**src/rtl/sprite_store_scan.sv**
```systemverilog
// sprite_store_scan
//   Per-line sprite selection. During SCAN, OAM entries are streamed in and
//   those whose Y range covers the current line are captured into up to
//   N_SLOTS slots in arrival order. During RENDER, each presented pixel X is
//   compared against all live slots. The lowest-numbered hit is registered
//   as a fetch request. sprite_done retires the reported slot.
//
// Ports
//   clk1         sole clock, rising edge
//   reset_video  synchronous active-high reset
//   scan_start   pulse: begin a new scan (wins over everything but reset)
//   oam_valid    oam_y / oam_x / oam_idx valid this cycle
//   oam_y/x/idx  OAM entry fields
//   v            current line number
//   tall         sprite height mode (0 = 8 lines, 1 = 16), latched at scan_start
//   px/px_valid  current pixel X position
//   sprite_done  retire the slot reported by match_slot
//   line_end     end the render phase
//   scanning     FSM in SCAN
//   rendering    FSM in RENDER
//   count/full   slots filled, count == N_SLOTS
//   match*       registered fetch request (slot, OAM index, sprite line)
module sprite_store_scan #(
    parameter int N_SLOTS  = 10,
    parameter int N_OAM    = 40,
    parameter int Y_OFFSET = 16
) (
    input  logic       clk1,
    input  logic       reset_video,
    input  logic       scan_start,
    input  logic       oam_valid,
    input  logic [7:0] oam_y,
    input  logic [7:0] oam_x,
    input  logic [5:0] oam_idx,
    input  logic [7:0] v,
    input  logic       tall,
    input  logic [7:0] px,
    input  logic       px_valid,
    input  logic       sprite_done,
    input  logic       line_end,
    output logic       scanning,
    output logic       rendering,
    output logic [4:0] count,
    output logic       full,
    output logic       match,
    output logic [3:0] match_slot,
    output logic [5:0] match_idx,
    output logic [3:0] match_line
);

    typedef enum logic [1:0] {IDLE, SCAN, RENDER} state_t;

    localparam logic [7:0] Y_OFF8 = 8'(Y_OFFSET);
    localparam logic [4:0] SLOTS5 = 5'(N_SLOTS);
    localparam logic [6:0] OAM7   = 7'(N_OAM);

    state_t             state;
    logic [N_SLOTS-1:0] slot_valid;
    logic [7:0]         slot_x    [N_SLOTS];
    logic [5:0]         slot_idx  [N_SLOTS];
    logic [3:0]         slot_line [N_SLOTS];
    logic [5:0]         entry_cnt;
    logic               tall_q;

    logic [7:0]         line_w;
    logic               in_range;
    logic [6:0]         entry_next;
    logic [N_SLOTS-1:0] retire;
    logic [N_SLOTS-1:0] live;
    logic               hit;
    logic [3:0]         win_slot;
    logic [5:0]         win_idx;
    logic [3:0]         win_line;

    assign scanning  = (state == SCAN);
    assign rendering = (state == RENDER);
    assign full      = (count == SLOTS5);

    // Mod-256 distance from the sprite's top edge to the current line.
    assign line_w     = v + Y_OFF8 - oam_y;
    assign in_range   = tall_q ? (line_w < 8'd16) : (line_w < 8'd8);
    // One bit wider than the entry counter so N_OAM = 64 is reachable.
    assign entry_next = {1'b0, entry_cnt} + 7'd1;

    // The slot being retired is masked out of this edge's search so the
    // registered request moves straight to the next-priority slot.
    always_comb begin
        retire = '0;
        for (int unsigned i = 0; i < N_SLOTS; i++) begin
            retire[i] = sprite_done && match && (match_slot == 4'(i));
        end
        live = slot_valid & ~retire;
    end

    // Priority search: lowest-numbered live slot with an exact X match.
    always_comb begin
        hit      = 1'b0;
        win_slot = '0;
        win_idx  = '0;
        win_line = '0;
        for (int unsigned i = 0; i < N_SLOTS; i++) begin
            if (!hit && live[i] && (slot_x[i] == px)) begin
                hit      = 1'b1;
                win_slot = 4'(i);
                win_idx  = slot_idx[i];
                win_line = slot_line[i];
            end
        end
    end

    always_ff @(posedge clk1) begin
        if (reset_video) begin
            state      <= IDLE;
            slot_valid <= '0;
            count      <= '0;
            entry_cnt  <= '0;
            tall_q     <= 1'b0;
            match      <= 1'b0;
            match_slot <= '0;
            match_idx  <= '0;
            match_line <= '0;
            for (int unsigned i = 0; i < N_SLOTS; i++) begin
                slot_x[i]    <= '0;
                slot_idx[i]  <= '0;
                slot_line[i] <= '0;
            end
        end else if (scan_start) begin
            state      <= SCAN;
            slot_valid <= '0;
            count      <= '0;
            entry_cnt  <= '0;
            tall_q     <= tall;
            match      <= 1'b0;
        end else begin
            case (state)
                IDLE: begin
                    match <= 1'b0;
                end
                SCAN: begin
                    match <= 1'b0;
                    if (oam_valid) begin
                        entry_cnt <= entry_next[5:0];
                        if (entry_next == OAM7) begin
                            state <= RENDER;
                        end
                        if (in_range && !full) begin
                            count <= count + 5'd1;
                            for (int unsigned i = 0; i < N_SLOTS; i++) begin
                                if (count == 5'(i)) begin
                                    slot_valid[i] <= 1'b1;
                                    slot_x[i]     <= oam_x;
                                    slot_idx[i]   <= oam_idx;
                                    slot_line[i]  <= line_w[3:0];
                                end
                            end
                        end
                    end
                end
                RENDER: begin
                    if (line_end) begin
                        state      <= IDLE;
                        slot_valid <= '0;
                        match      <= 1'b0;
                    end else begin
                        slot_valid <= live;
                        if (px_valid && hit) begin
                            match      <= 1'b1;
                            match_slot <= win_slot;
                            match_idx  <= win_idx;
                            match_line <= win_line;
                        end else begin
                            match <= 1'b0;
                        end
                    end
                end
                default: begin
                    state <= IDLE;
                    match <= 1'b0;
                end
            endcase
        end
    end

endmodule
```
**config.mk**
```make
export PLATFORM = sky130hd
export DESIGN_NAME = sprite_store_scan
export DESIGN_NICKNAME = d
export VERILOG_FILES = /design/src/rtl/sprite_store_scan.sv
export SDC_FILE = /design/constraint.sdc
export NUM_CORES = 1
export LEC_CHECK = 0
export BUFFER_PORTS_ARGS = -buffer_cell sky130_fd_sc_hd__buf_2
export CORE_AREA = 2 2 201 203
export CTS_CLUSTER_SIZE = 24
export DETAILED_ROUTE_END_ITERATION = 8
export DIE_AREA = 0 0 203 205
export SLEW_MARGIN = 20
export SYNTH_ARGS = -nofsm -noshare
export SYNTH_HDL_FRONTEND = slang
export SYNTH_SLANG_ARGS = --single-unit
```
**constraint.sdc**
```tcl
create_clock -name clk1 -period 6.14 [get_ports clk1]
set_input_delay 1.228 -clock clk1 [delete_from_list [all_inputs] [get_ports clk1]]
set_output_delay 1.228 -clock clk1 [all_outputs]
set_load 0.03 [all_outputs]
```
==> results of run 1 <==
logic make-up after synthesis:
group	count (synthesis)	share of synthesized area
simple gates	449	0.229
flops	219	0.566
compound gates	123	0.0738
xor+xnor	93	0.0746
buf+inv	70	0.0294
fa+ha+maj	19	0.0225
mux	5	0.00458
synth_stat cells (all sizes together), types with 3 or more instances:
library cell	count
a211oi	5
a21o	4
a21oi	29
a221oi	5
a22oi	10
a31oi	9
and2	133
and3	36
buf	17
clkbuf	33
dfxtp	39
edfxtp	180
ha	18
inv	20
mux2i	5
nand2	67
nand2b	12
nand3	22
nand4	16
nand4b	5
nor2	73
nor2b	9
nor3	30
nor4	25
o211ai	4
o21ai	32
o221ai	3
o31ai	3
or2	5
or3	3
or4	6
xnor2	64
xor2	29
worst max-delay path by stage:
stage,start,end,cells after the start
final,oam_y[1],slot_x[3][2],14
after global routing,oam_y[1],slot_x[3][2],14
after CTS,oam_y[1],slot_x[3][2],14
after detailed placement,oam_y[1],slot_x[3][2],14
after global placement,oam_y[1],slot_line[3][2],14
after floorplan,oam_y[1],slot_idx[5][0],11
through the flow:
step / hold slack, ns / power, mW / area (µm²) / cells
global placement: 0.438 / 1.92 / 11900 / 1544
floorplan: 0.461 / 1.83 / 10900 / 978
CTS: 0.454 / 3.40 / 12700 / 1592
global route: 0.477 / 3.48 / 12700 / 1592
finish: 0.446 / 3.38 / 12700 / 1593
detailed placement: 0.446 / 1.93 / 11900 / 1544
report_power, final:
part           internal, mW  switching [mW]
logic                0.0739           0.154
clock network         0.861           0.624
registers              1.65          0.0181
cells in the final DEF, fill, tap and decap left out, drive strengths merged, types with 3 or more instances in the layout:
cell    count
edfxtp    180
and2      133
buf        91
nor2       73
nand2      67
xnor2      64
dfxtp      39
and3       36
clkbuf     35
o21ai      32
nor3       30
a21oi      29
xor2       29
nor4       25
nand3      22
inv        21
ha         18
nand4      16
nand2b     12
a22oi      10
clkinv     10
nor2b       9
a31oi       9
or4         6
nand4b      5
a221oi      5
mux2i       5
or2         5
a211oi      5
a21o        4
o211ai      4
or3         3
o31ai       3
o221ai      3
per-layer routing:
metal  GRT usage  vias up
met4      0.0438        0
met5           0        -
li1            -     3664
met1       0.211     3846
met3      0.0212       54
met2       0.258      312
worst register-to-register path: cells and delay by family, from the launching register on:
family | cells | cell delay, ns
buffers and inverters | 1 | 0.10
flip-flops | 1 | 0.47
AND/OR/NAND/NOR | 8 | 3.11
adder cells (fa/ha/maj) | 1 | 0.20
cell type report:
class	count	area, µm²	area share
Clock inverter	13	108	0.00847
Clock buffer	35	714	0.0562
Antenna cell	1	2.50	0.000197
Inverter	20	75.1	0.00591
Multi-Input combinational cell	689	4450	0.350
Sequential cell	219	6190	0.487
Timing Repair Buffer	91	513	0.0404
Tap cell	525	657	0.0517
registers in the layout, summed over array words and instances (netlist names):
| register | count |
|---|---|
| count | 5 |
| entry_cnt | 6 |
| match | 1 |
| match_idx | 6 |
| match_line | 4 |
| match_slot | 4 |
| slot_idx | 60 |
| slot_line | 40 |
| slot_valid | 10 |
| slot_x | 80 |
| state | 2 |
| tall_q | 1 |
==> flow_summary.toml, run 1 <==
[synthesis]
yosys.area.top_type = "edfxtp_1"
synth.cell_area_um2 = 10900
ys_seq_elements = 219
yosysSeqAreaShare = 0.566
ys_types = 66
ys.flop_type = "edfxtp_1"
syn_area_per_cell_um2 = 11.2
yosys_warnings = 0
yosysTopAreaCellShare = 0.495
synth.net_count = 1043
async_flop_share = 0
synth_area_leaders = "edfxtp_1 49%, and2_1 7.6%, dfxtp_1 7.1%"
syn_inst = 978
synth_edf_count = 180

[timing]
setup_viol = 0
maxSlewViolCount = 0
post-route-min-period_ns = 4.78
worst_clock_skew_ns = 0.0154
tns_ns = 0
period_share = 0.778
fin_ws_ns = 1.36
rsz0062_at_grt = "no"
max-slew-margin-rel = 0.307
hold_viol = 0
clock.fmax_mhz = 209
worst_slew_pin_slew_ns = 1.01

[final_layout]
n_fill_cell = 3970
nNetsFinal = 1112
area_delta_synth_final_pct = 16.3
final_util = 0.323
drive_gt1_frac = 0.149

[critical_path]
cp.required_ns = 6.53
r2r_slack_ns = 2.11
cp_top_family = "simple AND/OR/NAND/NOR gates"
critPathCaptureType = "flop"
r2r_end = "slot_x[3][2]"
path_buf_inv = 3
arrival_ns = 5.17
cp-start-kind = "input port"
critPathMaxFanout = 16
worst_path_largest_cell_delay_ns = 0.74
rr_worst_depth = 10
critical_path_class = "input port to flop"
critical_path.cell_chain = "buf_2 > inv_1 > ha_1 > ha_1 > fa_1 > xnor2_1 > buf_4 > o22ai_1 > or4_1 > or3_1 > nor2_2 > nand2_1 > nor2_1 > and2_1"
r2r_start = "count[0]"
slowest_stage = "nor2_1"
cp_common_cell = "ha_1"

[worst_hold_path]
hold_end = "match_line[2]"
hold_class = "flop to flop"
hp-start = "match_line[2]"
min_path_cells = 2

[global_route]
grt_pass1_vias = 7742
grt_max_degree = 33
antenna_found_initial = 1
grt_pass1_wl_um = 48800
grt.total_usage = 0.155
grt_overflow = 0

[clock_network]
cts_setup_buffers = 0
htree_levels = 1
clk_latency_ns = 0.54
hold_buffers = 0
path_clk_slew_ns = 0.06
cts_made_buffers = 26
clk_path_buf_depth = 3
cts-root-buf = "clkbuf_16"
cts_tree = "yes"
cts_resized = 0
clock-sinks = 219

[power]
ir_worst_vdd_mv = 0.189
leakage_nw = 4.64
cellPowerDensity_nw_per_um2 = 266

[detailed_routing]
dr_wl_met3_um = 2200
wl_met2_um = 15100
firstDrtPassIters = 6
drtIter0Drc = 898
wl_met1_um = 14200
wl_per_cell_um = 20.3
routed-via-count = 7876
remaining_drc_errors = 0
ant_nets = 0
top_layer = "met4"
via_per_inst = 4.94
routed_wl_um = 32300

[status]
status = "complete, no violations"

[die]
start_util = 0.277
row_count = 73
die_w_um = 203
die_h_um = 205
core_area_um2 = 39400
die_area_um2 = 41600
ioPinCount = 69

[run]
drv_cap = 0

[placement]
hpwl_um = 22200
port_buffers = 68
gp_congestion = 0.865
place_ws_ns = 0.857
No activity file was read; power rests on OpenSTA's default activity.
==> inputs of run 2 (changes only) <==
==> constraint.sdc (replaced) <==
create_clock -name clk1 -period 4.5 [get_ports clk1]
set_input_delay 0.9 -clock clk1 [delete_from_list [all_inputs] [get_ports clk1]]
set_output_delay 0.9 -clock clk1 [all_outputs]
set_load 0.03 [all_outputs]
==> run 2 against run 1 <==
Cell area increased by 2.1%; hold slack got worse by 0.0017 ns; die area unchanged; routed wire length is 3.7% lower; utilization increased by 0.69 points; critical endpoint is now slot_line[2][2]; largest power group unchanged.
==> flow_summary.toml, run 2 (same netlist as run 1, synthesis figures left out) <==
[status]
status = "complete, no violations"

[critical_path]
critPathMaxFanout = 10
critPathCaptureType = "flop"
arrival_ns = 4.16
critical_path_class = "input port to flop"
cp.required_ns = 4.72
cp-start-kind = "input port"

[final_layout]
final_common_cell = "edfxtp_1"
area_delta_synth_final_pct = 18.8
nNetsFinal = 1147
reg_top3 = "slot_x x80, slot_idx x60, slot_line x40"
largest_reg_flops = 80
antenna_cells = 0
drive_gt1_frac = 0.171
n_fill_cell = 3933
largest_register = "slot_x"
finalNonFillerCells = 1625
final_util = 0.330
layout_common_cells = "180 x edfxtp_1, 133 x and2_1, 68 x nor2_1, 68 x buf_2, 67 x nand2_1"

[detailed_routing]
routed-via-count = 7861
remaining_drc_errors = 0
firstDrtPassIters = 5
wl_per_cell_um = 19.1
ant_nets = 0
drtIter0Drc = 761
via_per_inst = 4.84
routed_wl_um = 31100

[clock_network]
path_clk_slew_ns = 0.06
clk_path_buf_depth = 3
hold_buffers = 0
htree_levels = 1
clk_latency_ns = 0.52
cts_resized = 0
cts_made_buffers = 25
cts_setup_buffers = 0
cts_tree = "yes"
clock-sinks = 219
cts-root-buf = "clkbuf_16"

[placement]
hpwl_um = 22500
gp_congestion = 0.824
port_buffers = 68
placedCellCount = 1580

[worst_hold_path]
hold_class = "flop to flop"

[timing]
rsz0062_at_grt = "no"
setup_viol = 0
max-slew-margin-rel = 0.299
maxSlewViolCount = 0
worst_clock_skew_ns = 0.00811
tns_ns = 0
period_share = 0.875
hold_viol = 0
post-route-min-period_ns = 3.94
worst_slew_pin_slew_ns = 1.05
clock.fmax_mhz = 254
fin_hold_ws_ns = 0.445

[die]
core_area_um2 = 39400
die_area_um2 = 41600
start_util = 0.277
row_count = 73
die_w_um = 203
die_h_um = 205
ioPinCount = 69

[global_route]
grt.total_usage = 0.149
grt_pass1_wl_um = 47600
grt_overflow = 0
grt_max_degree = 33
antenna_found_initial = 2
grt_pass1_vias = 7767

[power]
leakage_nw = 4.81
ir_worst_vdd_mv = 0.231
cellPowerDensity_nw_per_um2 = 352

[run]
drv_cap = 0
## run 2: changes by cell type in the layout (fill, tap and decap cells not counted), moves of 2 or more
cell	change
buf_12	+4
buf_4	+32
clkbuf_1	+3
clkbuf_8	-2
clkinv_2	-3
nor2_1	+2
nor2_2	-2
## run 2: path summary, 6_finish.rpt
path                               startpoint         endpoint  slack, ns  cells after the start
worst max-delay path                 oam_y[1]  slot_line[2][2]       0.56                     14
worst min-delay path            match_line[2]    match_line[2]       0.44                      2
worst max register to register  match_slot[3]    match_line[3]       1.01                      9
worst min register to register  match_line[2]    match_line[2]       0.44                      2
## run 2: where the power goes
| group | internal [mW] | total, mW | switching [mW] | leakage (nW) |
|---|---|---|---|---|
| clock network | 1.16 | 1.97 | 0.810 | 0.377 |
| registers | 2.25 | 2.28 | 0.0261 | 2.13 |
| logic | 0.115 | 0.321 | 0.206 | 2.30 |
| total | 3.52 | 4.56 | 1.04 | 4.81 |
## run 2: per-stage QoR
stage,area (µm²),worst slack (ns),power [mW]
6_report,13000,0.563,4.56
5_1_grt,13000,0.354,4.71
4_1_cts,13000,0.563,4.59
3_5_place_dp,12200,0.0349,2.64
3_3_place_gp,12200,0.136,2.64
2_1_floorplan,10900,-0.0481,2.50
## run 2: layout make-up
type	count	area [µm²]	share of cell area
flip-flops and latches	219	6190	0.477
multi-input cells	689	4450	0.343
repair buffers	127	833	0.0642
clock buffers	35	673	0.0519
well taps	525	657	0.0506
clock inverters	10	104	0.00800
inverters	20	75.1	0.00579
## run 2: worst max-delay path, cell delays in order
cell and delay, ns:
buf_2 0.08, inv_1 0.03, ha_1 0.28, ha_1 0.22, fa_1 0.40, xnor2_1 0.25, o22ai_1 0.11, or4_1 0.49
or3_1 0.44, nor2_1 0.14, buf_4 0.15, nand2_1 0.19, o21ai_1 0.24, buf_4 0.23
## run 2: per-layer routing
metal  up-vias  global-route usage  wire [µm]
met3        41              0.0196       2040
met4         0              0.0323        515
met2       279               0.240      14300
met1      3809               0.213      14300
li1       3732                   -          -
met5         -                   0          0
